## config.mk

```make
export PLATFORM = sky130hd
export DESIGN_NAME = decade_cnt_arb
export DESIGN_NICKNAME = d
export VERILOG_FILES = /design/src/rtl/decade_cnt_arb.sv
export SDC_FILE = /design/constraint.sdc
export NUM_CORES = 1
export LEC_CHECK = 0
export ABC_CLOCK_PERIOD_IN_PS = 3120
export CAP_MARGIN = 5
export CORE_UTILIZATION = 49
export CTS_CLUSTER_SIZE = 25
export DETAILED_ROUTE_END_ITERATION = 10
export PLACE_DENSITY = 0.88
export SLEW_MARGIN = 10
export SYNTH_ARGS = -nofsm -noshare
export SYNTH_HDL_FRONTEND = slang
export SYNTH_SLANG_ARGS = --single-unit
export TNS_END_PERCENT = 10
```

## constraint.sdc

```tcl
create_clock -name clk -period 3.12 [get_ports clk]
set_input_delay 0.468 -clock clk [delete_from_list [all_inputs] [get_ports clk]]
set_output_delay 0.468 -clock clk [all_outputs]
set_load 0.01 [all_outputs]
```

## src/rtl/decade_cnt_arb.sv

```systemverilog
// ============================================================================
// decade_cnt_arb : two-requester round-robin arbiter in front of a shared
//                  0..target counter with per-requester done pulses.
// Optional feature: define DCNT_PAUSE_EN to add the pause (count stall) port.
// Revision: 1.0
// ============================================================================
`default_nettype none

module decade_cnt_arb #(
   parameter int MAX_CNT = 9
) (
   input  logic       clk,
   input  logic       rst,
   input  logic       req0,
   input  logic [3:0] tgt0,
   input  logic       req1,
   input  logic [3:0] tgt1,
`ifdef DCNT_PAUSE_EN
   input  logic       pause,
`endif
   output logic       gnt0,
   output logic       gnt1,
   output logic [3:0] cnt,
   output logic       vld,
   output logic       done0,
   output logic       done1,
   output logic       busy
);

   localparam logic [3:0] C_MAX = 4'(MAX_CNT);

   typedef enum logic [1:0] {
      S_IDLE = 2'd0,
      S_RUN  = 2'd1,
      S_DONE = 2'd2
   } state_t;

   state_t     r_state;
   logic [3:0] r_tgt;
   logic       r_rr_pri;   // requester that wins a tie: 0 or 1
   logic       w_any;
   logic       w_pick;
   logic       w_stall;
   logic [3:0] w_tgt0_c;
   logic [3:0] w_tgt1_c;

`ifdef DCNT_PAUSE_EN
   assign w_stall = pause;
`else
   assign w_stall = 1'b0;
`endif

   assign w_any    = req0 | req1;
   assign w_pick   = (req0 & req1) ? r_rr_pri : req1;
   assign w_tgt0_c = (tgt0 > C_MAX) ? C_MAX : tgt0;
   assign w_tgt1_c = (tgt1 > C_MAX) ? C_MAX : tgt1;

   always_ff @(posedge clk or posedge rst) begin
      if (rst) begin
         r_state  <= S_IDLE;
         r_tgt    <= 4'd0;
         r_rr_pri <= 1'b0;
         gnt0     <= 1'b0;
         gnt1     <= 1'b0;
         cnt      <= 4'd0;
         vld      <= 1'b0;
         done0    <= 1'b0;
         done1    <= 1'b0;
         busy     <= 1'b0;
      end else begin
         done0 <= 1'b0;
         done1 <= 1'b0;
         case (r_state)
            S_IDLE: begin
               if (w_any) begin
                  r_state  <= S_RUN;
                  gnt0     <= ~w_pick;
                  gnt1     <= w_pick;
                  r_rr_pri <= ~w_pick;
                  r_tgt    <= w_pick ? w_tgt1_c : w_tgt0_c;
                  cnt      <= 4'd0;
                  vld      <= 1'b1;
                  busy     <= 1'b1;
               end
            end
            S_RUN: begin
               // A stall holds cnt, so the completion check below sees the held value later
               if (w_stall) begin
                  vld <= 1'b0;
               end else if (cnt == r_tgt) begin
                  r_state <= S_DONE;
                  gnt0    <= 1'b0;
                  gnt1    <= 1'b0;
                  vld     <= 1'b0;
                  cnt     <= 4'd0;
                  done0   <= gnt0;
                  done1   <= gnt1;
               end else begin
                  cnt <= cnt + 4'd1;
                  vld <= 1'b1;
               end
            end
            S_DONE: begin
               r_state <= S_IDLE;
               busy    <= 1'b0;
            end
            default: begin
               r_state <= S_IDLE;
               busy    <= 1'b0;
            end
         endcase
      end
   end

endmodule

`default_nettype wire

```

==> results.md <==
- Layout cells sized above 1: between 10% and 20%
- Final wirelength: around 1600 um
- CTS buffer count: 3
- Setup bufs post-CTS: 0
- Drt pass-1 iters: 4
- GRT Residual Overflow: 0
- RSZ-0062 raised after global routing: no
- Post-CTS sizing: 0
- Synthesized cell area: just over 800 um2
- Clk buf depth: 2
- Ys Warns: 0
- # rows: 14
- H-tree depth: 1
- Fin crit share: 57.61%
- Cells after Synth: 76
- Vias in the first global route: 614
- Avg WL per Cell: 13.35 um
- Worst path bufs/invs: 1
- MaxCap Viol Count: 0
- Distinct cells, synth: 29
- CP Class: reg2out
- Status: finished clean
- Worst skew pair latency: 290 ps
- Fin. max-slew vios: 0
- Seq/Total Area, Yosys: 51.83%
- Slowest CP cell: clkdlybuf4s50_1
- DRT iter0 DRCs: 12
- F_max: between 500 and 600 MHz
- Worst Setup End Kind: primary output
- Gr usage total: 18.73%
- DP HPWL: 1221 um
- Syn-to-layout area delta: 31.71%
- Net Sw Power: 420.1 uW
- LEAKAGE: around 0.00051 uW
- CP top delay family: buffers and inverters
- Commonest non-fill, non-tap cell in the layout: clkdlybuf4s50_1
- Initial Util: ~53%
- Ant diodes: 0
- Slew headroom: 58.50%
- Cts hold-fix bufs: 0
- Die span in x: 42.93 um
- Clock-pin slew on the worst setup and hold paths: 90 ps
- Mean Syn Cell Area: about 11 um2
- Via density: around 5.6
- Req. time, crit path: 2650 ps
- Slowest stage delay, CP: 580 ps
- Largest net degree at the start of global routing: 18
- Register share of total power: 39.7%
- Commonest cells after routing, fill and taps aside: 21 x clkdlybuf4s50_1, 17 x dfrtp_1, 7 x nand2_1
- RD Place Congestion: slightly below 0.8
- Worst vdd ir: 615.8 uV
- Internal power: 620.4 uW
- Global-route wire length before repair: 2566 um
- Setup TNS Final: 0 ps
- Final setup vio count: 0
- # DRC: 0
- Worst Clk Skew: 3.636 ps
- Total Nets Final: 115
- Die Height: around 43 um
- Hold Crit Class: reg2reg
- Clock network power share: 11.0%
- Power Density: 962.5 nW/um2
- Cells along the critical path: clkdlybuf4s50_1
- Post-route ant nets: 0
- Arrival @ worst endpoint: 1330 ps
- TritonCTS Sinks: 17
- Switching Fraction: 40.37%
- Design Power: approximately 1000 uW
- Syn_nets: 89
- Via count: 660
- Comb power frac: 49.4%
- Initial antenna violation count: 0
- Tmin final: 1798 ps
- Ports: 22
- Buffers on Ports: 21
- Seq cells post-synth: 17
- Tightest Pin Transition: 621.8 ps
- Crit path max fanout: 6
- Root buf cell: clkbuf_4
- Die area: 1843 um2
- CTS tree: built
- Core Area: around 1500 um2
- Setup crit start kind: register
- Hold Fails Final Rpt: 0
metal layers:
layer / wire [um] / vias to the layer above / global-route usage, %
li1: - / 322 / -
met1: 669 / 308 / 22.99
met2: 796 / 27 / 32.12
met3: 72 / 3 / 3.830
met4: 23 / 0 / 6.875
met5: 0 / - / 0
cells by family (layout without fill, tap and decap cells):
group / count (synthesis) / in the layout / share of synthesized area [%]
simple gates: 27 / 27 / 18.90
compound gates: 19 / 19 / 18.75
flops: 17 / 17 / 51.83
buf+inv: 7 / 32 / 3.353
xor+xnor: 4 / 4 / 4.268
fa+ha+maj: 1 / 1 / 1.524
mux: 1 / 1 / 1.372
path summary, 6_finish.rpt:
| kind | slack, ps | to | startpoint | cells after the start |
|---|---|---|---|---|
| max | 1320 | cnt[0] | cnt[0]$_DFFE_PP0P_ | 1 |
| min | 510 | r_tgt[0]$_DFFE_PP0P_ | r_tgt[0]$_DFFE_PP0P_ | 2 |
| max reg2reg | 1530 | cnt[2]$_DFFE_PP0P_ | cnt[0]$_DFFE_PP0P_ | 4 |
| min reg2reg | 510 | r_tgt[0]$_DFFE_PP0P_ | r_tgt[0]$_DFFE_PP0P_ | 2 |
| max in group asynchronous | 2180 | r_tgt[1]$_DFFE_PP0P_ | rst | 2 |
| min in group asynchronous | 540 | busy$_DFFE_PP0P_ | rst | 2 |
through the flow:
stage | cells | hold slack (ps) | utilization, % | worst slack [ps] | instance area [um2]
final | 117 | 508.2 | 70.13 | 1322 | 1081
after global routing | 117 | 545.8 | 70.13 | 1262 | 1081
after detailed placement | 113 | 493.1 | 68.34 | 1301 | 1054
after floorplan | 76 | 394.1 | - | 1690 | 820.8
after CTS | 117 | 513.2 | 70.13 | 1308 | 1081
after global placement | 113 | 489.6 | 68.34 | 1335 | 1054
Yosys cell counts:
cell type | count | area [um2]
a32oi_1 | 2 | 17.52
ha_1 | 1 | 12.51
and3_2 | 2 | 15.01
nor2_1 | 5 | 18.77
nand3_1 | 4 | 20.02
nand3b_1 | 2 | 15.01
and3_1 | 1 | 6.260
o21a_1 | 1 | 7.510
o31ai_1 | 1 | 7.510
a32o_2 | 1 | 11.26
o21ai_0 | 6 | 30.03
nor4_4 | 1 | 21.27
nor2b_1 | 2 | 12.51
xor2_1 | 4 | 35.03
a222oi_1 | 1 | 10.01
inv_1 | 6 | 22.52
nand2_1 | 7 | 26.28
a2111oi_4 | 1 | 27.53
and2_4 | 1 | 8.760
a32o_1 | 1 | 10.01
a21o_1 | 1 | 7.510
buf_2 | 1 | 5.000
a21oi_1 | 1 | 5.000
o21ai_1 | 1 | 5.000
nand2b_1 | 1 | 6.260
dfrtp_1 | 17 | 425.4
mux2_2 | 1 | 11.26
nor3_1 | 1 | 5.000
o21bai_1 | 2 | 15.01
area by class of cell:
class / instances / area [um2]
Fill cell: 123 / 460.4
Sequential cell: 17 / 425.4
Multi-Input combinational cell: 52 / 367.9
Timing Repair Buffer: 22 / 217.7
Clock buffer: 3 / 22.52
Inverter: 6 / 22.52
Tap cell: 16 / 20.02
Clock inverter: 1 / 5.005
registers in the layout, summed over array words and instances (netlist names):
signal / count
r_state: 2
vld: 1
done1: 1
busy: 1
cnt: 4
r_rr_pri: 1
gnt0: 1
done0: 1
r_tgt: 4
gnt1: 1
worst min-delay path, delay by kind of cell, from the launching register on:
family | cells | cell delay [ps]
DFF | 1 | 360
and+or+nand+nor | 2 | 120
power groups by stage:
stage	clock [uW]	sequential, uW	combinational (uW)
global placement	0	413	490
global route	128	424	563
detailed placement	0	418	513
finish	114	413	514
CTS	119	414	515
floorplan	0	418	319
(Power assumes the default switching activity.)
